--- src/rtl/match_config_loader_pkg.sv ---
// Shared opcode/state encodings and width helpers for the CFG stream loader.
package match_config_loader_pkg;

   typedef enum logic [1:0] {
      OP_WRITE      = 2'b00,
      OP_INVALIDATE = 2'b01,
      OP_CLEAR_ALL  = 2'b10,
      OP_RESERVED   = 2'b11
   } cfg_op_t;

   typedef enum logic {
      ST_IDLE  = 1'b0,
      ST_CLEAR = 1'b1
   } ld_state_t;

   function automatic int tsel_width(input int tables);
      return (tables > 1) ? $clog2(tables) : 1;
   endfunction

endpackage

--- src/rtl/match_config_loader_bitmap.sv ---
// Flat entry-valid bitmap; returns the prior state of the addressed bit so the
// caller can derive the occupancy delta in the same cycle it commits the update.
module match_config_loader_bitmap #(
   parameter int DEPTH = 256,
   parameter int IDX_W = 8
) (
   input  logic             clk,
   input  logic             rst,
   input  logic             set_bit,
   input  logic             clr_bit,
   input  logic             clear_all,
   input  logic [IDX_W-1:0] idx,
   output logic             old_bit
);

   logic [DEPTH-1:0] bits;

   assign old_bit = bits[idx];

   always_ff @(posedge clk) begin
      if (rst || clear_all) begin
         bits <= '0;
      end else if (set_bit) begin
         bits[idx] <= 1'b1;
      end else if (clr_bit) begin
         bits[idx] <= 1'b0;
      end
   end

endmodule

--- src/rtl/match_config_loader.sv ---
// CFG stream receiver: decodes command words into hash-table row writes, runs the
// bulk-clear sweep, and tracks valid-rule occupancy and rejected-command counts.
module match_config_loader
   import match_config_loader_pkg::*;
#(
   parameter int KEY_WIDTH    = 128,
   parameter int RULE_WIDTH   = 16,
   parameter int TABLES       = 4,
   parameter int TABLE_SIZE   = 64,
   localparam int TSEL_W       = tsel_width(TABLES),
   localparam int ADDR_W       = $clog2(TABLE_SIZE),
   localparam int CNT_W        = $clog2(TABLES*TABLE_SIZE+1),
   localparam int CONFIG_WIDTH = 2+TSEL_W+ADDR_W+KEY_WIDTH+RULE_WIDTH,
   localparam int ENTRY_W      = 1+KEY_WIDTH+RULE_WIDTH
) (
   input  logic                    CLK,
   input  logic                    RESET,
   input  logic [CONFIG_WIDTH-1:0] CFG_DATA,
   input  logic                    CFG_VALID,
   output logic                    CFG_READY,
   output logic [TABLES-1:0]       TBL_WE,
   output logic [ADDR_W-1:0]       TBL_ADDR,
   output logic [ENTRY_W-1:0]      TBL_WDATA,
   output logic                    BUSY,
   output logic [CNT_W-1:0]        RULE_COUNT,
   output logic [15:0]             ERR_COUNT
);

   localparam int BM_DEPTH = TABLES*TABLE_SIZE;
   localparam int BM_W     = $clog2(BM_DEPTH);

   function automatic logic [15:0] sat_inc(input logic [15:0] v);
      return (v == 16'hFFFF) ? v : v + 16'd1;
   endfunction

   cfg_op_t                 opcode;
   logic [TSEL_W-1:0]       tsel;
   logic [ADDR_W-1:0]       addr;
   logic [KEY_WIDTH-1:0]    key;
   logic [RULE_WIDTH-1:0]   rule;

   assign opcode = cfg_op_t'(CFG_DATA[CONFIG_WIDTH-1 -: 2]);
   assign tsel   = CFG_DATA[RULE_WIDTH+KEY_WIDTH+ADDR_W +: TSEL_W];
   assign addr   = CFG_DATA[RULE_WIDTH+KEY_WIDTH +: ADDR_W];
   assign key    = CFG_DATA[RULE_WIDTH +: KEY_WIDTH];
   assign rule   = CFG_DATA[RULE_WIDTH-1:0];

   ld_state_t               state, state_next;
   logic                    ready_p1, busy_p1;
   logic [TABLES-1:0]       we_p1;
   logic [ADDR_W-1:0]       addr_p1, sweep;
   logic [ENTRY_W-1:0]      wdata_p1;
   logic [CNT_W-1:0]        rule_cnt;
   logic [15:0]             err_cnt;
   logic                    bm_vld_p1, bm_set_p1, bm_old;
   logic [BM_W-1:0]         bm_idx_p1;

   logic                    xfer, tsel_ok;
   logic [TABLES-1:0]       tsel_dec;
   logic                    ready_d, busy_d, err_inc, clear_done, bm_vld_d, bm_set_d;
   logic [TABLES-1:0]       we_d;
   logic [ADDR_W-1:0]       addr_d, sweep_d;
   logic [ENTRY_W-1:0]      wdata_d;

   assign xfer    = CFG_VALID & ready_p1;
   assign tsel_ok = int'(tsel) < TABLES;

   always_comb begin
      tsel_dec = '0;
      for (int i = 0; i < TABLES; i++) tsel_dec[i] = (int'(tsel) == i);
   end

   // p0: decode the accepted word / advance the sweep
   always_comb begin
      state_next = state;
      ready_d    = 1'b1;
      busy_d     = 1'b0;
      we_d       = '0;
      addr_d     = addr_p1;
      wdata_d    = '0;
      sweep_d    = sweep;
      err_inc    = 1'b0;
      clear_done = 1'b0;
      bm_vld_d   = 1'b0;
      bm_set_d   = 1'b0;
      case (state)
         ST_IDLE: begin
            if (xfer) begin
               case (opcode)
                  OP_WRITE, OP_INVALIDATE: begin
                     if (tsel_ok) begin
                        we_d     = tsel_dec;
                        addr_d   = addr;
                        bm_vld_d = 1'b1;
                        bm_set_d = (opcode == OP_WRITE);
                        if (opcode == OP_WRITE) wdata_d = {1'b1, key, rule};
                     end else begin
                        err_inc = 1'b1;
                     end
                  end
                  OP_CLEAR_ALL: begin
                     state_next = ST_CLEAR;
                     ready_d    = 1'b0;
                     busy_d     = 1'b1;
                     we_d       = '1;
                     addr_d     = '0;
                     sweep_d    = '0;
                  end
                  default: err_inc = 1'b1;
               endcase
            end
         end
         ST_CLEAR: begin
            if (sweep == ADDR_W'(TABLE_SIZE-1)) begin
               state_next = ST_IDLE;
               clear_done = 1'b1;
               addr_d     = '0;
               sweep_d    = '0;
            end else begin
               ready_d = 1'b0;
               busy_d  = 1'b1;
               we_d    = '1;
               addr_d  = sweep + ADDR_W'(1);
               sweep_d = sweep + ADDR_W'(1);
            end
         end
         default: state_next = ST_IDLE;
      endcase
   end

   always_ff @(posedge CLK) begin
      if (RESET) state <= ST_IDLE;
      else       state <= state_next;
   end

   // p1: registered table-write outputs; bitmap/count commit one cycle later
   always_ff @(posedge CLK) begin
      if (RESET) begin
         ready_p1  <= 1'b0;
         busy_p1   <= 1'b0;
         we_p1     <= '0;
         addr_p1   <= '0;
         wdata_p1  <= '0;
         sweep     <= '0;
         bm_vld_p1 <= 1'b0;
         bm_set_p1 <= 1'b0;
         rule_cnt  <= '0;
         err_cnt   <= '0;
      end else begin
         ready_p1  <= ready_d;
         busy_p1   <= busy_d;
         we_p1     <= we_d;
         addr_p1   <= addr_d;
         wdata_p1  <= wdata_d;
         sweep     <= sweep_d;
         bm_vld_p1 <= bm_vld_d;
         bm_set_p1 <= bm_set_d;
         if (clear_done)
            rule_cnt <= '0;
         else if (bm_vld_p1 && bm_set_p1 && !bm_old)
            rule_cnt <= rule_cnt + CNT_W'(1);
         else if (bm_vld_p1 && !bm_set_p1 && bm_old)
            rule_cnt <= rule_cnt - CNT_W'(1);
         if (err_inc) err_cnt <= sat_inc(err_cnt);
      end
      bm_idx_p1 <= BM_W'({tsel, addr});
   end

   match_config_loader_bitmap #(
      .DEPTH(BM_DEPTH),
      .IDX_W(BM_W)
   ) u_bitmap (
      .clk      (CLK),
      .rst      (RESET),
      .set_bit  (bm_vld_p1 & bm_set_p1),
      .clr_bit  (bm_vld_p1 & ~bm_set_p1),
      .clear_all(clear_done),
      .idx      (bm_idx_p1),
      .old_bit  (bm_old)
   );

   assign CFG_READY  = ready_p1;
   assign BUSY       = busy_p1;
   assign TBL_WE     = we_p1;
   assign TBL_ADDR   = addr_p1;
   assign TBL_WDATA  = wdata_p1;
   assign RULE_COUNT = rule_cnt;
   assign ERR_COUNT  = err_cnt;

endmodule

--- config.mk ---
export PLATFORM = sky130hd
export DESIGN_NAME = match_config_loader
export DESIGN_NICKNAME = d
export VERILOG_FILES = /design/src/rtl/match_config_loader_pkg.sv /design/src/rtl/match_config_loader_bitmap.sv /design/src/rtl/match_config_loader.sv
export SDC_FILE = /design/constraint.sdc
export NUM_CORES = 1
export LEC_CHECK = 0
export BUFFER_PORTS_ARGS = -buffer_cell sky130_fd_sc_hd__buf_4
export CAP_MARGIN = 0
export CORE_MARGIN = 1
export CORE_UTILIZATION = 46
export DETAILED_ROUTE_END_ITERATION = 10
export PLACE_DENSITY = 0.68
export REMOVE_ABC_BUFFERS = 1
export SLEW_MARGIN = 30
export SYNTH_ARGS = -nofsm -noshare
export SYNTH_HDL_FRONTEND = slang
export SYNTH_HIERARCHICAL = 1
export SYNTH_SLANG_ARGS = --single-unit
--- constraint.sdc ---
create_clock -name CLK -period 11.11 [get_ports CLK]
set_clock_uncertainty 0.15 [all_clocks]
set_input_delay 0.5555 -clock CLK [delete_from_list [all_inputs] [get_ports CLK]]
set_output_delay 0.5555 -clock CLK [all_outputs]
set_load 0.005 [all_outputs]
# Word level (Yosys, flattened, before mapping)

Cells that the tools add are included.

Word-level logic and storage cells: 95
Output and inout bits: 182
Bits in writable memories: 0
Bits in latches: 0
Flip-flop bits (word level): 454
Bits of input ports: 157
Bits in read-only memories: 0
Memories kept: 0

$mul: 0
Div/mod/pow operators: 0
Add/subtract/negate cells: 4
Shifts and indexed selects: 0
Eq/ne operators: 10
Bitwise logic cells: 12
$lt $le $gt $ge: 2
Muxes and demuxes: 33
Reductions and logical operators: 21

Operators by type and width:

| operator                                                    | number |
|---|---|
| two-way mux 256 bit                                         | 2 |
| AND 256 bit                                                 | 1 |
| inverter 256 bit                                            | 1 |
| bitwise OR 256 bit                                          | 1 |
| two-way mux 145 bit                                         | 1 |
| case mux 6 bit (2 select lines)                             | 3 |
| two-way mux 6 bit                                           | 4 |
| two-way mux 9 bit                                           | 2 |
| adder 16 x 1 -> 16 bit (second input constant)              | 1 |
| equality test 16 bit (second input constant)                | 1 |
| case mux 4 bit (2 select lines)                             | 2 |
| two-way mux 1 bit                                           | 13 |
| adder 9 x 1 -> 9 bit (second input constant)                | 1 |
| less-than comparator 8 x 9 -> 1 bit (second input constant) | 1 |
| subtractor 9 x 1 -> 9 bit (second input constant)           | 1 |
| binary-select mux 1 bit (select 8 bit)                      | 1 |
| demux 1 bit (select 8 bit)                                  | 1 |
| >= comparator 8 x 1 -> 1 bit (second input constant)        | 1 |
| two-way mux 4 bit                                           | 2 |
| adder 6 x 1 -> 6 bit (second input constant)                | 1 |
| equality test 2 bit (second input constant)                 | 3 |
| equality test 6 bit (second input constant)                 | 1 |
| inverter 1 bit                                              | 6 |
| AND reduction 2 bit                                         | 3 |
| other kinds (15)                                            | 28 |

# Longest topological paths before layout

Depth in word-level cells: 8
Gate-level depth with buffers: 17
Mapped depth without buffers: 14

# Cells and area by module

The synthesis kept the hierarchy.

Modules (own cells, without submodules):

| module                     | cells each | seq. area each (sq um) | area an instance (sq um) | instances |
|---|---|---|---|---|
| match_config_loader_bitmap | 1394       | 5124.9                 | 11838.9                  | 1 |
| match_config_loader        | 612        | 3943.8                 | 6556.3                   | 1 |

# Worst setup path before layout

Ideal clock, no wire load.

Kind: flip-flop to flip-flop
Start point: reg bm_idx_p1[0]
End point: reg rule_cnt[8], in the netlist RULE_COUNT[8]
Required time: 10888 ps
Setup time: 72 ps
Path slack: 7068 ps
Stages on the path, launching flop included: 17
Path buffers: 3
Data arrival time: 3820 ps
Clock period less this slack: 4042 ps
Cells stage by stage: dfxtp_1 -> buf_6 -> buf_6 -> buf_4 -> mux4_2 -> a22oi_1 -> a21oi_1 -> nor4_1 -> o22ai_1 -> a211o_1 -> nand3b_1 -> ha_1 -> and2b_1 -> o2111ai_1 -> a211oi_1 -> a221oi_1 -> mux2i_1

Longest elaborated chain between the ends: 5
Elaborated cells between the ends (all ways): 7
Classes of those cells: 3 x mux; 4 x reduce/logical

RTL lines:

| item                                                    | RTL line                         | RTL |
|---|---|---|
| from (decl)                                             | match_config_loader.sv:56        | `logic [BM_W-1:0] bm_idx_p1;` |
| from (signal assigned)                                  | match_config_loader.sv:166       | `bm_idx_p1 <= BM_W'({tsel, addr});` |
| binary-select mux 1 bit (select 8 bit) *                | match_config_loader_bitmap.sv:18 | `assign old_bit = bits[idx];` |
| two-way mux 1 bit (not written as such) *               | match_config_loader_bitmap.sv:18 |  |
| via bm_old                                              | match_config_loader.sv:55        | `logic bm_vld_p1, bm_set_p1, bm_old;` |
| logical NOT 1 bit                                       | match_config_loader.sv:160       | `else if (bm_vld_p1 && bm_set_p1 && !bm_old)` |
| logical AND 1 bit                                       | match_config_loader.sv:160       |  |
| two-way mux 9 bit or nonzero test 2 bit (tied branches) | -                                |  |
| to (signal assigned)                                    | match_config_loader.sv:161       | `rule_cnt <= rule_cnt + CNT_W'(1);` |
| to (signal assigned)                                    | match_config_loader.sv:163       | `rule_cnt <= rule_cnt - CNT_W'(1);` |
| to (decl)                                               | match_config_loader.sv:53        | `logic [CNT_W-1:0] rule_cnt;` |

Mark *: on every way through the listed nets, which the timed path passes. The rest lies on a longest branch. The select of a mux whose other input is x is not followed.
A chain may end at the register's enable or synchronous reset.

# Worst setup path after layout

Same ends and word-level chain as after synthesis.

==> metrics.md <==
| Metric | Value |
|---|---|
| Clk pin slew, worst setup/hold paths | 0.06 ns |
| Fin. Hold Viols | 0 |
| Post-CTS sizing | 0 |
| Via density | 6.237 |
| Die Span Y | 202.0 um |
| Crit path DAT | 6.11 ns |
| Routed len/inst | 24.61 um |
| Post-synth ARST share | 0% |
| Largest net degree at the start of global routing | 126 |
| Starting Density | 47.16% |
| Setup crit end kind | flop |
| Final Routed Wirelength | 68720 um |
| Req. time, crit path | 11.48 ns |
| Max rail drop VDD | 0.0001301 V |
| Num CTS Buffers | 48 |
| Number of DRC markers in iteration 0 | 2517 |
| Total track usage | 32.78% |
| Drt drc | 0 |
| Clk_lat worst skew | 0.60 ns |
| Final period utilization | 51.68% |
| Row count | 72 |
| CP Launch Type | flop |
| Worst Tran Pin Value | 1.103 ns |
| EDFF count, synth | 0 |
| Core ar. | 39010 um2 |
| Synth Instances | 2006 |
| Syn avg cell area | 9.170 um2 |
| Port buffer count | 338 |
| Final Net Count | 2401 |
| Post-CTS Hold Buffers | 8 |
| Most frequent cells in the layout | 451 x dfxtp_1, 362 x buf_4, 296 x a21oi_1, 274 x nand3_1, 264 x o21ai_0 |
| Register area share after synthesis | 49.30% |
| Tmin final | 5.742 ns |
| Max Slew Vio Count | 0 |
| Gpl congestion | 0.8968 |
| Unrepaired setup endpoints after global routing | no |
| Max-cap violation count | 0 |
| Remaining Overflow, GRT | 0 |
| Power, Total | 3422 uW |
| CTS Buffer Depth | 3 |
| Pwr per Cell Area | 150.2 nW/um2 |
| Postcts setup bufs | 0 |
| Leak pwr | 0.008865 uW |
| Mapped Area | 18400 um2 |
| Most used DFF post-synth | dfxtp_1 |
| # H-tree levels | 2 |
| Layout fillers | 3312 |
| Die width | 202.0 um |
| Post-route antenna net violation count | 0 |
| Normalized max-slew margin | 26.27% |
| Share of cells above drive strength 1 | 24.50% |
| Outcome | finished, final reports clean |
| TritonRoute pass-1 iters | 7 |
| Final setup fails | 0 |
| Clock sinks | 453 |
| Area of the die | 40790 um2 |
| CTS tree | done |
| Setup_tns | 0 ns |
| Via count | 17410 |
| Area growth syn-to-layout | 23.83% |
| Clock Root Buffer | clkbuf_16 |
| Synth Register Bits | 453 |
| DP HPWL | 43850 um |
| Hold WC Path Type | in2reg |
| Synth Warn # | 6 |
| Distinct cell type count after synthesis | 70 |
| Peak Freq | 174.2 MHz |
| Vias in the first global route | 16500 |
| Crit-path max FO | 42 |
| Setup CP Type | reg2reg |
| Commonest non-fill, non-tap cell in the layout | dfxtp_1 |
| Global-route wire length before repair | 101900 um |
| IO Count | 339 |
| Antenna violations before repair | 8 |
## cells in the mapped netlist (3+ instances only)
master,number,share of area [%]
dfxtp_1,453,49
a21oi_1,296,8.1
nand3_1,274,7.5
o21ai_0,264,7.2
clkbuf_1,153,3.1
and3_1,149,5.1
nor2_1,71,1.4
mux4_2,64,7.8
nand2_1,44,0.90
a22oi_1,33,1.3
buf_2,24,0.65
nor3_1,18,0.49
xor2_1,16,0.76
buf_6,9,0.55
ha_1,9,0.61
inv_1,9,0.18
nand2b_1,9,0.31
nor2b_1,8,0.27
a211oi_1,6,0.24
nand4_1,6,0.20
or3_1,6,0.20
and2_1,5,0.17
buf_1,5,0.10
buf_4,5,0.20
nor4_1,4,0.14
o2111ai_1,4,0.19
xnor2_1,4,0.19
a21o_1,3,0.12
mux2i_1,3,0.16
## worst paths after layout
path / start / depth (start not counted) / to / slack (ns)
worst max register to register: bm_idx_p1[0] / 14 / RULE_COUNT[8] / 5.37
worst min register to register: flop / 2 / flop / 0.33
worst min-delay path: CFG_DATA[48] / 2 / TBL_WDATA[48] / 0.03
worst max-delay path: bm_idx_p1[0] / 14 / RULE_COUNT[8] / 5.37
## per-stage QoR
stage	setup WS [ns]	util (%)	cell area [um2]	hold WS, ns	cells
2_1_floorplan	2.819	-	17520	0.3008	1807
3_3_place_gp	5.569	53.81	20990	0.3071	2689
3_5_place_dp	5.394	54.00	21070	0.3152	2693
4_1_cts	5.378	58.23	22720	0.01438	2786
5_1_grt	5.017	58.37	22770	0.02409	2787
6_report	5.368	58.40	22780	0.03457	2792
## critical path, stage by stage, from the launching register on
cell and delay [ns]:
dfxtp_4 0.69, buf_4 0.77, mux4_2 0.61, a22oi_1 0.23, a21oi_1 0.10, nor4_1 0.47, o22ai_1 0.23, a211o_1 0.36
nand3b_1 0.43, ha_1 0.48, and2b_1 0.19, o2111ai_1 0.16, and2_0 0.19, a221oi_1 0.34, mux2i_1 0.21
## logic make-up (layout without fill, tap and decap cells)
family	count (synthesis)	after routing	share of synthesized area, %
xor gates and xnor gates	20	20	0.9522
buffers and inverters	208	471	4.945
AOI/OAI and AO/OA	628	628	18.20
muxes	67	67	7.999
and+or+nand+nor	620	620	17.88
adders and majority gates	10	10	0.7210
DFF	453	453	49.30
other	0	5	0
## area by class of cell
class / instances / area, um2 / area share, %
clock inverter: 11 / 141.4 / 0.6207
tap: 518 / 648.1 / 2.845
inverter: 9 / 35.03 / 0.1538
sequential: 453 / 9074 / 39.83
antenna: 5 / 12.51 / 0.05493
multi-input combinational: 1345 / 8547 / 37.52
timing repair buffer: 377 / 2893 / 12.70
clock buffer: 74 / 1429 / 6.273
## routing by layer
metal | routed length, um | GRT usage (%)
met2 | 31810 | 52.43
met5 | 36 | 0
met3 | 8557 | 10.01
met1 | 25740 | 41.86
met4 | 2562 | 11.39
## power breakdown
part / switching, uW / internal [uW] / total (uW)
combinational: 95.7 / 68.1 / 164
sequential: 12.9 / 1630 / 1650
clock: 677 / 934 / 1610
total: 786 / 2640 / 3420
Note: power is estimated with default switching activity, not from simulation.
